`src/rtl/apb_pwm_deadtime.sv`:
```
// apb_pwm_deadtime: APB3 dead-time generator turning pwm_in into a non-overlapping pwm_hi/pwm_lo pair.
// Define PWM_DT_FAULT_EN to build the fault synchroniser, FAULT state, FAULT_IE and irq.
module apb_pwm_deadtime #(
  parameter int DT_W = 8
) (
  input  logic        pclk,
  input  logic        preset,
  input  logic        psel,
  input  logic        penable,
  input  logic        pwrite,
  input  logic [31:0] paddr,
  input  logic [31:0] pwdata,
  output logic [31:0] prdata,
  output logic        pready,
  input  logic        pwm_in,
  input  logic        fault_in,
  output logic        pwm_hi,
  output logic        pwm_lo,
  output logic        irq
);
  typedef enum logic [2:0] {
    S_OFF = 3'd0, S_DEAD = 3'd1, S_HI = 3'd2, S_LO = 3'd3, S_FAULT = 3'd4
  } state_t;
  state_t state, state_d;
  logic en, fault_ie, fault, fault_sync, target, target_d, load, hi_d, lo_d, wr, unused_ok;
  logic [DT_W-1:0] dt_rise, dt_fall, cnt, cnt_d;
  logic [31:0] dt_reg, rd_val;
  assign pready = 1'b1;
  assign wr = psel & penable & pwrite;
  assign irq = fault & fault_ie;
  assign unused_ok = ^{pwdata, fault_in};
`ifdef PWM_DT_FAULT_EN
  logic [1:0] sync;
  assign fault_sync = sync[1];
  // A W1C loses against a fault that is still present on the same edge.
  always_ff @(posedge pclk or posedge preset) begin
    if (preset) begin
      sync <= '0;
      fault <= 1'b0;
      fault_ie <= 1'b0;
    end else begin
      sync <= {sync[0], fault_in};
      fault <= fault_sync | (fault & ~(wr && paddr == 32'h8 && pwdata[0]));
      if (wr && paddr == 32'h0) fault_ie <= pwdata[1];
    end
  end
`else
  assign {fault_sync, fault, fault_ie} = 3'b000;
`endif
  always_ff @(posedge pclk or posedge preset) begin
    if (preset) begin
      en <= 1'b0;
      dt_rise <= '0;
      dt_fall <= '0;
      prdata <= '0;
    end else begin
      if (wr && paddr == 32'h0) en <= pwdata[0];
      if (wr && paddr == 32'h4) begin
        dt_rise <= pwdata[DT_W-1:0];
        dt_fall <= pwdata[16 +: DT_W];
      end
      prdata <= (psel && !pwrite) ? rd_val : '0;
    end
  end
  always_comb begin
    dt_reg = '0;
    dt_reg[DT_W-1:0] = dt_rise;
    dt_reg[16 +: DT_W] = dt_fall;
    rd_val = paddr == 32'h0 ? {30'd0, fault_ie, en} :
             paddr == 32'h4 ? dt_reg :
             paddr == 32'h8 ? {25'd0, state, 2'd0, fault_sync, fault} : '0;
  end
  always_ff @(posedge pclk or posedge preset) begin
    if (preset) begin
      state <= S_OFF;
      target <= 1'b0;
      cnt <= '0;
      pwm_hi <= 1'b0;
      pwm_lo <= 1'b0;
    end else begin
      state <= state_d;
      target <= target_d;
      cnt <= cnt_d;
      pwm_hi <= hi_d;
      pwm_lo <= lo_d;
    end
  end
  // Every load targets the current pwm_in, so one shared load path serves all states.
  always_comb begin
    state_d = state;
    target_d = target;
    cnt_d = cnt;
    load = 1'b0;
    if (fault_sync) state_d = S_FAULT;
    else if (state == S_FAULT) state_d = fault ? S_FAULT : S_OFF;
    else if (!en) state_d = S_OFF;
    else case (state)
      S_OFF: load = 1'b1;
      S_DEAD:
        if (pwm_in != target) load = 1'b1;
        else if (cnt == '0) state_d = target ? S_HI : S_LO;
        else cnt_d = cnt - DT_W'(1);
      S_HI: load = !pwm_in;
      S_LO: load = pwm_in;
      default: state_d = S_OFF;
    endcase
    if (load) begin
      state_d = S_DEAD;
      target_d = pwm_in;
      cnt_d = pwm_in ? dt_rise : dt_fall;
    end
  end
  always_comb begin
    hi_d = state_d == S_HI;
    lo_d = state_d == S_LO;
  end
endmodule

```
`config.mk`:
```
export PLATFORM = sky130hd
export DESIGN_NAME = apb_pwm_deadtime
export DESIGN_NICKNAME = d
export VERILOG_FILES = /design/src/rtl/apb_pwm_deadtime.sv
export SDC_FILE = /design/constraint.sdc
export NUM_CORES = 1
export LEC_CHECK = 0
export CAP_MARGIN = 20
export CORE_MARGIN = 2
export CORE_UTILIZATION = 44
export DETAILED_ROUTE_END_ITERATION = 8
export GPL_TIMING_DRIVEN = 0
export PLACE_DENSITY = 0.82
export SLEW_MARGIN = 40
export SYNTH_ARGS = -nofsm -noshare
export SYNTH_HDL_FRONTEND = slang
export SYNTH_SLANG_ARGS = --single-unit
```
`constraint.sdc`:
```
create_clock -name pclk -period 3.9 [get_ports pclk]
set_input_delay 0.975 -clock pclk [delete_from_list [all_inputs] [get_ports pclk]]
set_output_delay 0.975 -clock pclk [all_outputs]
set_load 0.1 [all_outputs]
```
### Word-level counts from Yosys, hierarchy flattened

Cells that the tools add are included.

| cells by class | value |
|---|---|
| add/subtract/negate cells | 1 |
| equality and inequality tests | 12 |
| multiplexer cells | 22 |
| bitwise logic cells | 2 |
| reduce and logical (&&, ||, !) cells | 12 |

Operators with widths:

| operator | count |
|---|---|
| $mux W8 | 7 |
| $mux W24 | 2 |
| $eq A32 B3 Y1 const B | 1 |
| $eq A32 B4 Y1 const B | 1 |
| $logic_not A32 Y1 | 1 |
| $mux W32 | 1 |
| $mux W3 | 5 |
| $eq A3 B2 Y1 const B | 4 |
| $logic_not A8 Y1 | 1 |
| $sub A8 B1 Y8 const B | 1 |
| $mux W7 | 1 |
| $ne A2 B2 Y1 const B | 3 |
| $pmux W3 S2 | 1 |
| $reduce_and A5 Y1 | 1 |
| $mux W1 | 4 |
| $pmux W1 S4 | 1 |
| $reduce_bool A2 Y1 | 2 |
| $eq A3 B1 Y1 const B | 1 |
| $eq A3 B3 Y1 const B | 1 |
| $logic_and A1 B1 Y1 | 3 |
| $logic_not A3 Y1 | 1 |
| $reduce_or A3 Y1 | 1 |
| $and A1 B1 Y1 | 2 |
| $logic_not A1 Y1 | 2 |
| $ne A1 B1 Y1 | 1 |

| storage, ports and cells | value |
|---|---|
| flip-flop bits (word level) | 63 |
| input bits | 71 |
| output and inout bits | 36 |
| word-level logic and storage cells | 58 |

### Depth between registers and ports, before layout

| depth | value |
|---|---|
| word-level depth | 8 |
| gate-level depth with buffers | 7 |
| depth with buffers taken out | 6 |

### Worst setup path before layout

Ideal clock, no wire load.

| path | value |
|---|---|
| kind | input to register |
| from | in paddr[4] |
| to | reg dt_fall[0] |
| library setup time | 0.127 ns |
| data arrival time | 2.295 ns |
| data required time | 3.773 ns |
| setup slack | 1.478 ns |
| cell stages on the path | 7 |
| buffers on the path | 2 |
| cell sequence | nor4_1 > nand4_1 > nor2_1 > and4_1 > buf_2 > buf_6 > mux2_1 |

| on the way | value |
|---|---|
| word-level cells in the longest chain between the ends | 2 |

Ends and longest elaborated chain:

| item | RTL line | source |
|---|---|---|
| start, declared | 11 | `input logic [31:0] paddr,` |
| $eq A32 B3 Y1 | 58 | `if (wr && paddr == 32'h4) begin` |
| $logic_and A1 B1 Y1 | 58 |  |
| end signal, assigned | 60 | `dt_fall <= pwdata[16 +: DT_W];` |
| end, declared | 26 | `logic [DT_W-1:0] dt_rise, dt_fall, cnt, cnt_d;` |

Every way passes these cells.
A chain may end at the register's enable or synchronous reset.

### Worst setup path after layout

| path | value |
|---|---|
| from | in paddr[25] |
| to | reg dt_rise[6] |

| on the way | value |
|---|---|
| word-level cells in the longest chain between the ends | 2 |

Ends and longest elaborated chain:

| item | RTL line | source |
|---|---|---|
| $eq A32 B3 Y1 | 58 |  |
| $logic_and A1 B1 Y1 | 58 |  |
| end signal, assigned | 59 | `dt_rise <= pwdata[DT_W-1:0];` |
| end, declared | 26 |  |

Every way passes these cells.

==> metrics.cfg <==
[cells_and_area]
final_common_cell=clkdlybuf4s50_1
design_area_mm2=0.00321
num_antenna_cells=0
final_net_count=373
area_delta_synth_final_pct=39.1
final_cell_mix=clkdlybuf4s50_1 (52), dfrtp_1 (47), buf_2 (20), conb_1 (19), buf_4 (18)
layout-drive-gt1-share=0.192
final_cell_count_no_fill=372

[pwr]
switchingPower_mw=0.276
power_frac_comb=0.173
p_int_mw=0.768
power.share.sequential=0.475
cellLeakagePower_nw=1.56
vdd_drop_max_mv=0.260
clockPowerShare=0.352
swShare=0.264
finalPower_mw=1.04
powerDensity_mw_per_mm2=325

[placement]
dp_hpwl_um=3970
routabilityCongestion=0.823
dpl_cell_area_mm2=0.00309
portBuffers=70
dp.cells=364
dp_slack_ns=0.751

[floorplanning]
core_mm2=0.00507
die_w_um=76.5
die_h_um=76.5
fp.dieArea_mm2=0.00584
start_util=0.455
io_pins=107
num_rows=26

[run_status]
status=completed

[sta]
max_freq_ghz=0.356
worst_pin_slew_ns=0.593
grt_setup_unrepaired=false
tns_ns=0
setup_slack_ns=1.09
relSlewSlack=0.601
finalSetupViolCount=0
drv_slew=0
finalHoldViolCount=0
skew_ns=0.0123
fin_crit_sh=0.721
min_period_ns=2.81

[route]
vias=1822
drcViolationCount=0
ant_nets=0
drt-pass1-iter-count=4
drt_iter0_markers=110
wire_per_inst_um=13.6
vias_per_cell=4.90
drt_wl_total_um=5070

[worst_hold_path]
hold_start=dt_fall[5]$_DFFE_PP0P_
hp-class=reg -> reg
hold_path_depth=1
min_to=dt_fall[5]$_DFFE_PP0P_

[logic_synthesis]
synth_cell_types=46
synth_area_mm2=0.00231
synthCells=206
syn_area_per_cell_um2=11.2
synth-edff-count=0
synth_flop_cell=dfrtp_1
ys_ff_latch=47
async_reset_ff_frac=1.00
seq_area_frac_synth=0.509
synth_warnings=0

[global_route]
grt_pass1_wl_um=8800
grt.total_usage=0.189
grt_pass1_vias=1885
grt_max_degree=26
antenna_found_initial=0
overflow=0

[cts]
cts.repair.resized=0
post_cts_buffers=0
clock_sinks=47
ctsLongestPathBuffers=2
path_clk_slew_ns=0.09
htreeDepth=2
cts_root_buf=clkbuf_8
cts_tree=yes
clock_latency_ns=0.30
cts_hold_buf=0
cts_buffers=5

[setup_path]
regToRegEndpoint=cnt[7]$_DFFE_PP0P_
critPathArrivalTime_ns=2.99
slowest_delay_ns=0.40
crit_type=in -> reg
reg2reg_from=state[1]$_DFF_PP0_
ff2ff_setup_slack_ns=2.09
critical_path_required_ns=4.08
cp_cell_sequence=clkdlybuf4s50_1, nor4_1, nand4_1, nor2_1, and4_1, buf_2, buf_6, mux2_1
start_kind=input pin
worstSetupEndpointType=flip-flop
r2r_cells=6
critPathSlowestCell=clkdlybuf4s50_1
path_max_fanout=10

[flow_run]
drv_cap=0

final cells by class:
type                    count  area, um^2
fillers                   444        1860
flip-flops and latches     47        1180
multi-input cells         144         992
repair buffers             71         631
plain buffers              24         175
well taps                  70        87.6
clock buffers               6        82.6
clock inverters             2        35.0
inverters                   8        32.5
metrics by stage:
| stage | hold WS, ns | utilization |
|---|---|---|
| after floorplan | 0.461 | - |
| after global placement | 0.477 | 0.623 |
| after detailed placement | 0.484 | 0.610 |
| after CTS | 0.505 | 0.633 |
| after global routing | 0.531 | 0.633 |
| final | 0.503 | 0.633 |
sequential cells by signal (all words and copies together), names as in the netlist:
register  count
dt_fall       8
pwm_hi        1
dt_rise       8
state         3
prdata       16
en            1
cnt           8
pwm_lo        1
target        1
power groups by stage:
stage / Combinational, mW / Sequential [mW] / Clock, mW
final: 0.181 / 0.496 / 0.367
after global routing: 0.192 / 0.497 / 0.397
after CTS: 0.181 / 0.496 / 0.374
after detailed placement: 0.181 / 0.505 / 0
after global placement: 0.176 / 0.505 / 0
after floorplan: 0.116 / 0.504 / 0
critical path, delay by kind of cell:
kind	cells	cell delay (ns)
AND/OR/NAND/NOR	4	0.89
buffers and inverters	3	0.79
multiplexers	1	0.33
how the worst max path moves through the flow:
stage,depth (start not counted),slack [ns],from,to
5_1_grt,8,0.92,paddr[25],dt_rise[4]$_DFFE_PP0P_
4_1_cts,8,1.06,paddr[25],dt_rise[6]$_DFFE_PP0P_
3_3_place_gp,8,0.82,paddr[25],dt_rise[3]$_DFFE_PP0P_
3_5_place_dp,8,0.75,paddr[25],dt_fall[2]$_DFFE_PP0P_
6_report,8,1.09,paddr[25],dt_rise[6]$_DFFE_PP0P_
2_1_floorplan,7,1.48,paddr[4],dt_fall[0]$_DFFE_PP0P_
cell usage after synthesis, drive strengths merged, types with 2 or more instances:
cell | count | area (um^2)
dfrtp | 47 | 1180
buf | 22 | 168
mux2 | 18 | 203
and2 | 14 | 87.6
nor2 | 9 | 33.8
nor3 | 9 | 50.1
inv | 8 | 30.0
a21oi | 7 | 35.0
nor2b | 7 | 43.8
mux2i | 6 | 60.1
nand2 | 6 | 22.5
nor4 | 6 | 37.5
a211oi | 4 | 30.0
nand4 | 4 | 25.0
a22oi | 3 | 22.5
nand2b | 3 | 18.8
o21ai | 3 | 18.8
clkbuf | 2 | 7.51
conb | 2 | 7.51
nand3 | 2 | 10.0
nand4b | 2 | 17.5
o22a | 2 | 17.5
o32ai | 2 | 17.5
or3 | 2 | 17.5
xor2 | 2 | 17.5
cells by family after synthesis:
family | share of synthesized area
simple gates | 0.176
flops | 0.509
buf+inv | 0.0888
compound gates | 0.0921
mux | 0.114
xor+xnor | 0.0114
other cells | 0.00325
fa+ha+maj | 0.00542
layer usage:
| layer | vias up | track usage | routed length [um] |
|---|---|---|---|
| li1 | 881 | - | - |
| met1 | 869 | 0.222 | 2060 |
| met2 | 66 | 0.340 | 2680 |
| met3 | 6 | 0.0462 | 275 |
| met4 | 0 | 0.0545 | 57 |
| met5 | - | 0 | 0 |
No activity file was read; power rests on OpenSTA's default activity.
